`src/rtl/dsp_freeze_harness_if.sv`:
```
// dsp_freeze_harness_if
//   Bundles every non-clock, non-reset signal of the DSP characterisation harness.
//   master: the fabric/test side (drives stimulus, freeze, config requests and the raw DUT outputs)
//   slave : the harness itself
// Signals
//   freeze     1 = hold all harness stages and the valid tracker
//   in_valid   qualifies in_data
//   in_data    packed stimulus for the DUT (IN_W)
//   dut_in     last input stage, drives the DUT inputs (IN_W)
//   dut_out    raw DUT outputs (OUT_W)
//   out_data   last output stage (OUT_W)
//   out_valid  in_valid delayed by the full round-trip latency
//   cfg_start  request to serialise cfg_word
//   cfg_word   configuration word (CFG_W)
//   cfg_busy   high while the word is being shifted out
//   cfg_done   one-cycle pulse after the last bit
//   cfg_sdo    serial configuration data, MSB first
//   cfg_sen    serial shift enable
interface dsp_freeze_harness_if #(
    parameter int IN_W  = 242,
    parameter int OUT_W = 162,
    parameter int CFG_W = 64
);
    logic             freeze;
    logic             in_valid;
    logic [IN_W-1:0]  in_data;
    logic [IN_W-1:0]  dut_in;
    logic [OUT_W-1:0] dut_out;
    logic [OUT_W-1:0] out_data;
    logic             out_valid;
    logic             cfg_start;
    logic [CFG_W-1:0] cfg_word;
    logic             cfg_busy;
    logic             cfg_done;
    logic             cfg_sdo;
    logic             cfg_sen;

    modport master (
        output freeze, in_valid, in_data, dut_out, cfg_start, cfg_word,
        input  dut_in, out_data, out_valid, cfg_busy, cfg_done, cfg_sdo, cfg_sen
    );

    modport slave (
        input  freeze, in_valid, in_data, dut_out, cfg_start, cfg_word,
        output dut_in, out_data, out_valid, cfg_busy, cfg_done, cfg_sdo, cfg_sen
    );
endinterface

```
`src/rtl/dsp_freeze_harness.sv`:
```
// dsp_freeze_harness
//   Timing/characterisation harness placed around one DSP instance. Every DUT input passes
//   through IN_STAGES flops and every DUT output through OUT_STAGES flops so the DSP paths are
//   measured flop-to-flop. A freeze input stalls all harness stages and the valid tracker, and
//   an independent FSM serialises a configuration word into the DSP configuration port.
// Ports
//   clk    single clock, rising edge
//   reset  asynchronous, active-high; clears all state
//   bus    dsp_freeze_harness_if.slave carrying data path, valid and config signals
module dsp_freeze_harness #(
    parameter int IN_W       = 242,
    parameter int OUT_W      = 162,
    parameter int IN_STAGES  = 1,
    parameter int OUT_STAGES = 1,
    parameter int DUT_LAT    = 3,
    parameter int CFG_W      = 64
) (
    input  logic               clk,
    input  logic               reset,
    dsp_freeze_harness_if.slave bus
);

    // Round-trip latency seen by the valid tracker; always >= 2 since both stage depths are >= 1.
    localparam int VLEN  = IN_STAGES + DUT_LAT + OUT_STAGES;
    localparam int CNT_W = $clog2(CFG_W + 1);

    typedef enum logic [1:0] {
        CFG_IDLE  = 2'd0,
        CFG_SHIFT = 2'd1,
        CFG_DONE  = 2'd2
    } cfg_state_t;

    logic [IN_W-1:0]  in_stage  [IN_STAGES];
    logic [OUT_W-1:0] out_stage [OUT_STAGES];
    logic [VLEN-1:0]  valid_pipe;

    cfg_state_t       state, next_state;
    logic [CFG_W-1:0] shreg, next_shreg;
    logic [CNT_W-1:0] cnt, next_cnt;
    logic             busy, done, sdo, sen;

    // Input stages: data is captured regardless of in_valid; freeze holds every stage.
    always_ff @(posedge clk or posedge reset) begin
        if (reset) begin
            for (int i = 0; i < IN_STAGES; i++) in_stage[i] <= '0;
        end else if (!bus.freeze) begin
            in_stage[0] <= bus.in_data;
            for (int i = 1; i < IN_STAGES; i++) in_stage[i] <= in_stage[i-1];
        end
    end

    // Output stages: same structure on the DUT return path.
    always_ff @(posedge clk or posedge reset) begin
        if (reset) begin
            for (int i = 0; i < OUT_STAGES; i++) out_stage[i] <= '0;
        end else if (!bus.freeze) begin
            out_stage[0] <= bus.dut_out;
            for (int i = 1; i < OUT_STAGES; i++) out_stage[i] <= out_stage[i-1];
        end
    end

    // Valid tracker: in_valid presented during a frozen cycle is dropped, not deferred,
    // because the shift only happens on unfrozen cycles.
    always_ff @(posedge clk or posedge reset) begin
        if (reset) begin
            valid_pipe <= '0;
        end else if (!bus.freeze) begin
            valid_pipe <= {valid_pipe[VLEN-2:0], bus.in_valid};
        end
    end

    assign bus.dut_in    = in_stage[IN_STAGES-1];
    assign bus.out_data  = out_stage[OUT_STAGES-1];
    assign bus.out_valid = valid_pipe[VLEN-1];

    // Config FSM state and datapath registers; deliberately independent of freeze.
    always_ff @(posedge clk or posedge reset) begin
        if (reset) begin
            state <= CFG_IDLE;
            shreg <= '0;
            cnt   <= '0;
        end else begin
            state <= next_state;
            shreg <= next_shreg;
            cnt   <= next_cnt;
        end
    end

    // Config FSM next-state and outputs. Outputs decode purely from the registered state,
    // so an asynchronous reset forces them low immediately.
    always_comb begin
        next_state = state;
        next_shreg = shreg;
        next_cnt   = cnt;
        busy       = 1'b0;
        done       = 1'b0;
        sdo        = 1'b0;
        sen        = 1'b0;
        case (state)
            CFG_IDLE: begin
                if (bus.cfg_start) begin
                    next_shreg = bus.cfg_word;
                    next_cnt   = CNT_W'(CFG_W);
                    next_state = CFG_SHIFT;
                end
            end
            CFG_SHIFT: begin
                busy       = 1'b1;
                sen        = 1'b1;
                sdo        = shreg[CFG_W-1];
                next_shreg = {shreg[CFG_W-2:0], 1'b0};
                next_cnt   = cnt - CNT_W'(1);
                if (cnt == CNT_W'(1)) begin
                    next_state = CFG_DONE;
                end
            end
            CFG_DONE: begin
                done       = 1'b1;
                next_state = CFG_IDLE;
            end
            default: begin
                next_state = CFG_IDLE;
            end
        endcase
    end

    assign bus.cfg_busy = busy;
    assign bus.cfg_done = done;
    assign bus.cfg_sdo  = sdo;
    assign bus.cfg_sen  = sen;

endmodule

```
`src/flat_wrapper.sv`:
```
// flat-port wrapper written by rule: the top's interface ports become plain ports
module dsp_freeze_harness_flat 
#(
    parameter int IN_W       = 242,
    parameter int OUT_W      = 162,
    parameter int IN_STAGES  = 1,
    parameter int OUT_STAGES = 1,
    parameter int DUT_LAT    = 3,
    parameter int CFG_W      = 64
)
  (clk, reset, bus_freeze, bus_in_valid, bus_in_data, bus_dut_out, bus_cfg_start, bus_cfg_word, bus_dut_in, bus_out_data, bus_out_valid, bus_cfg_busy, bus_cfg_done, bus_cfg_sdo, bus_cfg_sen);
  dsp_freeze_harness_if #(.IN_W(IN_W), .OUT_W(OUT_W), .CFG_W(CFG_W)) bus_i ();
  input  logic clk;
  input  logic reset;
  input wire logic [$bits(bus_i.freeze)-1:0] bus_freeze;
  input wire logic [$bits(bus_i.in_valid)-1:0] bus_in_valid;
  input wire logic [$bits(bus_i.in_data)-1:0] bus_in_data;
  input wire logic [$bits(bus_i.dut_out)-1:0] bus_dut_out;
  input wire logic [$bits(bus_i.cfg_start)-1:0] bus_cfg_start;
  input wire logic [$bits(bus_i.cfg_word)-1:0] bus_cfg_word;
  output wire logic [$bits(bus_i.dut_in)-1:0] bus_dut_in;
  output wire logic [$bits(bus_i.out_data)-1:0] bus_out_data;
  output wire logic [$bits(bus_i.out_valid)-1:0] bus_out_valid;
  output wire logic [$bits(bus_i.cfg_busy)-1:0] bus_cfg_busy;
  output wire logic [$bits(bus_i.cfg_done)-1:0] bus_cfg_done;
  output wire logic [$bits(bus_i.cfg_sdo)-1:0] bus_cfg_sdo;
  output wire logic [$bits(bus_i.cfg_sen)-1:0] bus_cfg_sen;
  assign bus_i.freeze = bus_freeze;
  assign bus_i.in_valid = bus_in_valid;
  assign bus_i.in_data = bus_in_data;
  assign bus_i.dut_out = bus_dut_out;
  assign bus_i.cfg_start = bus_cfg_start;
  assign bus_i.cfg_word = bus_cfg_word;
  assign bus_dut_in = bus_i.dut_in;
  assign bus_out_data = bus_i.out_data;
  assign bus_out_valid = bus_i.out_valid;
  assign bus_cfg_busy = bus_i.cfg_busy;
  assign bus_cfg_done = bus_i.cfg_done;
  assign bus_cfg_sdo = bus_i.cfg_sdo;
  assign bus_cfg_sen = bus_i.cfg_sen;
  dsp_freeze_harness #(.IN_W(IN_W), .OUT_W(OUT_W), .IN_STAGES(IN_STAGES), .OUT_STAGES(OUT_STAGES), .DUT_LAT(DUT_LAT), .CFG_W(CFG_W)) u_core (.clk(clk), .reset(reset), .bus(bus_i));
endmodule
```
`config.mk`:
```
export PLATFORM = sky130hd
export DESIGN_NAME = dsp_freeze_harness_flat
export DESIGN_NICKNAME = d
export VERILOG_FILES = /design/src/rtl/dsp_freeze_harness_if.sv /design/src/rtl/dsp_freeze_harness.sv /design/src/flat_wrapper.sv
export SDC_FILE = /design/constraint.sdc
export NUM_CORES = 1
export LEC_CHECK = 0
export ABC_AREA = 1
export ABC_CLOCK_PERIOD_IN_PS = 24000
export BUFFER_PORTS_ARGS = -buffer_cell sky130_fd_sc_hd__buf_2
export CAP_MARGIN = 0
export CORE_AREA = 2 2 342 344
export DETAILED_ROUTE_END_ITERATION = 7
export DIE_AREA = 0 0 344 346
export PLACE_DENSITY_LB_ADDON = 0.08
export SLEW_MARGIN = 5
export SYNTH_ARGS = -nofsm -noshare
export SYNTH_HDL_FRONTEND = slang
export SYNTH_SLANG_ARGS = --single-unit
```
`constraint.sdc`:
```
create_clock -name clk -period 24 [get_ports clk]
set_clock_uncertainty 0.1 [all_clocks]
set_input_delay 4.8 -clock clk [delete_from_list [all_inputs] [get_ports clk]]
set_output_delay 4.8 -clock clk [all_outputs]
set_load 0.02 [all_outputs]
```
# == After elaboration in Yosys (flattened, before gate mapping) ==
# Index checks and enable logic that the tools add are counted.
# word_totals
ff_bits,482
in_bits,473
output_inout_bits,409
wordCells,26
# op_classes
add_sub_neg,1
eq_ne,5
mux,10
reduce_logical,4
# ops
operator,count
$pmux W64 S2,1
$mux W64,1
$pmux W7 S2,1
$eq A7 B1 Y1 const B,1
$mux W7,1
$sub A7 B1 Y7 const B,1
$mux W2,2
$pmux W2 S2,1
$reduce_and A2 Y1,2
$mux W1,3
$eq A2 B1 Y1 const B,1
$eq A2 B2 Y1 const B,1
$logic_not A2 Y1,1
$ne A2 B1 Y1 const B,1
$ne A2 B2 Y1 const B,1
$reduce_bool A2 Y1,1

# == Longest topological paths before layout ==
# depth
depth_word,3
depth_mapped,7
depth_no_buf,6

# == Least setup slack after synthesis ==
# No wires, ideal clock.
# synth_timing
path_type,reg2out
from,register u_core.state[1]
to,output bus_cfg_sdo
arrival_time_ns,1.154
t_required_ns,19.100
path_slack_ns,17.946
stages_incl_launch_ff,6
n_path_buf,2
cell_sequence,dfrtp_1 -> inv_2 -> nand2_2 -> buf_2 -> buf_4 -> nor2_1
# synth_between
elab_chain_cells,2
# synth_rtl
item,line,text
"start, declared",dsp_freeze_harness.sv:37,"cfg_state_t state, next_state;"
"start signal, assigned",dsp_freeze_harness.sv:83,state <= next_state;
$eq A2 B1 Y1,dsp_freeze_harness.sv:99,case (state)
$mux W1,dsp_freeze_harness.sv:99,
"end, declared",flat_wrapper.sv:26,output wire logic [$bits(bus_i.cfg_sdo)-1:0] bus_cfg_sdo;
# Every way passes these cells.

# == Worst setup path in the final report ==
# layout_timing
from,input bus_freeze
to,"register u_core.in_stage, in the netlist u_core.bus.dut_in[83]"
# layout_rtl
item,line,text
"start, declared",flat_wrapper.sv:15,input wire logic [$bits(bus_i.freeze)-1:0] bus_freeze;
"end, declared",dsp_freeze_harness.sv:33,logic [IN_W-1:0] in_stage [IN_STAGES];
# No word-level cell between the ends.

==> impl_metrics.py <==
metrics = {
    "status": {
        "outcome": "complete, no violations",
    },
    "critical_path": {
        "critPathLaunch": "bus_freeze",
        "r2r_start": "u_core.state[1]",
        "path_class": "input pin to flop",
        "startpoint_type": "input pin",
        "r2r_slack_ns": 21.97,
        "cp.required_ns": 24.40,
        "path_max_fanout": 76,
        "critPathArrivalTime_ns": 8.34,
        "cp-end-kind": "flop",
        "ff2ff_path_depth": 6,
        "reg2reg_to": "u_core.shreg[25]",
        "crit_end": "u_core.bus.dut_in[83]",
    },
    "pwr": {
        "leakage_nw": 14.2,
        "p_per_area_mw_per_mm2": 82.7,
        "ir_worst_vdd_mv": 0.0438,
    },
    "timing": {
        "fin_hold_ws_ns": 0.390,
        "final-hold-violation-count": 0,
        "relSlewSlack_pct": 28.0,
        "setup_ws_ns": 16.06,
        "fmax_ghz": 0.126,
        "slew_violations": 0,
        "finalSetupTns_ns": 0,
        "setup_viol": 0,
        "tightestPinTransition_ns": 1.08,
        "post-route-period-util_pct": 33.1,
        "rsz0062_at_grt": "no",
        "period_needed_ns": 7.94,
    },
    "detailed_routing": {
        "vias": 13700,
        "viasPerCell": 3.65,
        "avgRoutedWirePerCell_um": 19.9,
        "dr.first_iter.drc_count": 487,
        "firstDrtPassIters": 4,
        "drc_errors": 0,
        "ant_nets": 0,
        "wl_um": 74500,
    },
    "die": {
        "die_w_um": 344,
        "die_h_um": 346,
        "ios": 882,
        "core_area_sq_mm": 0.115,
        "start_util_pct": 17.3,
        "rows": 125,
        "die_area_sq_mm": 0.119,
    },
    "place": {
        "place_inst": 3627,
        "dp_slack_ns": 15.34,
        "place_congestion": 0.751,
        "placed_area_sq_mm": 0.0259,
        "portBuffers": 881,
        "hpwl_um": 55100,
    },
    "layout": {
        "final_common_cell": "buf_2",
        "layout.nets": 2647,
        "fillerInstances": 12400,
        "final_cells": 3752,
        "multi_input_area_sq_mm": 0.00729,
        "syn_to_final_growth_pct": 40.5,
        "register_area_sq_mm": 0.0121,
        "design_area_sq_mm": 0.0281,
        "final_cell_mix": "880 x buf_2, 482 x dfrtp_1, 360 x mux2_4, 144 x nand2_1, 129 x nand3_1",
        "drive_gt1_share_pct": 63.6,
    },
    "clock_network": {
        "postCtsSetupBuffers": 0,
        "cts_tree": "done",
        "htree_num_levels": 3,
        "numCtsBuffers": 67,
        "clk_path_buf_depth": 3,
        "clkTransAtPathRegs_ns": 0.06,
        "holdBufCountCts": 0,
        "clockRootBuffer": "clkbuf_16",
        "clock-sinks": 482,
        "clk_latency_ns": 0.61,
        "cts-resized-gates": 0,
    },
    "grt": {
        "grt_pass1_vias": 15200,
        "overflow": 0,
        "grt_antenna_before_repair": 41,
        "grt_max_degree": 107,
        "grt_use_total_pct": 12.1,
        "grt_pass1_wl_um": 106000,
    },
    "synthesis": {
        "synthCells": 1281,
        "synth_cell_types": 24,
        "yosys.area.top_type": "dfrtp_1",
        "syn_area_sq_mm": 0.0200,
        "ys_seq_elements": 482,
        "synth_area_leaders": "dfrtp_1 60%, mux2_4 27%, nand3_1 3.2%",
        "synth_nets": 1756,
        "synth_top_area_share_pct": 60.2,
        "avgSynthCellArea_sq_um": 15.6,
        "yosys_warnings": 0,
        "ys_seq_area_share_pct": 60.2,
    },
    "job": {
        "max_cap_viol_count": 0,
    },
    "min_path": {
        "hold_path.class": "flop to flop",
    },
}
[flip-flops by register name, summed over array words and instances (netlist names)]
register	count
u_core.shreg	64
u_core.bus.dut_in	242
u_core.state	2
u_core.bus.out_data	162
u_core.valid_pipe	5
u_core.cnt	7
[critical path, cell delays in order]
cell and delay [ns]:
buf_8 0.53, buf_4 0.78, buf_4 0.74, buf_4 0.86
mux2_4 0.35
[cell usage after synthesis]
cell type  count
a21oi_1        2
buf_1          2
buf_2         18
buf_4          9
buf_6         41
clkbuf_1       5
dfrtp_1      482
ha_1           2
inv_1         10
inv_2          2
mux2_1         5
mux2_2        40
mux2_4       360
nand2_1      145
nand2_2        1
nand3_1      129
nand4_1        2
nor2_1        16
nor2_2         1
nor3_1         1
o211ai_1       1
o21ai_0        1
o21ai_1        5
o22ai_1        1
[cells by family after synthesis]
kind of cell,after synthesis,synth area share [%]
flip-flops,482,60.2
multiplexers,405,29.5
AND/OR/NAND/NOR,295,6.39
buffers and inverters,87,3.45
AO/OA/AOI/OAI,10,0.269
adder cells (fa/ha/maj),2,0.125
[through the flow]
step | power (mW) | util, %
after floorplan | 1.16 | -
after global placement | 1.33 | 22.4
after detailed placement | 1.32 | 22.4
after CTS | 2.39 | 24.3
after global routing | 2.44 | 24.4
final | 2.33 | 24.4
[per-layer routing]
| layer | share of wire [%] | GRT usage, % |
|---|---|---|
| met1 | 34 | 12.0 |
| met2 | 52 | 22.1 |
| met3 | 9.8 | 5.36 |
| met4 | 3.2 | 4.38 |
| met5 | 0.31 | 0 |
[cell type report]
cell class	instances	share of cell area [%]
timing repair buffer	897	16.2
inverter	12	0.187
sequential	482	42.9
antenna	12	0.107
tap	1524	6.78
clock inverter	25	1.23
multi-input combinational	712	25.9
clock buffer	88	6.74
[power by group]
group / total [mW] / internal (mW) / switching [mW]
clock: 1.03 / 0.631 / 0.394
combinational: 0.380 / 0.173 / 0.206
sequential: 0.922 / 0.883 / 0.0387
total: 2.33 / 1.69 / 0.640
[worst min path at each step]
stage | endpoint | slack, ns | cells past startpoint | from
2_1_floorplan | u_core.valid_pipe[1] | 0.36 | 2 | u_core.valid_pipe[1]
3_3_place_gp | u_core.valid_pipe[1] | 0.37 | 2 | u_core.valid_pipe[1]
3_5_place_dp | u_core.shreg[48] | 0.38 | 2 | u_core.shreg[47]
4_1_cts | u_core.bus.dut_in[146] | 0.39 | 1 | u_core.bus.dut_in[146]
5_1_grt | u_core.bus.out_data[76] | 0.41 | 1 | u_core.bus.out_data[76]
6_report | u_core.shreg[48] | 0.39 | 2 | u_core.shreg[47]
(Power assumes the default switching activity.)
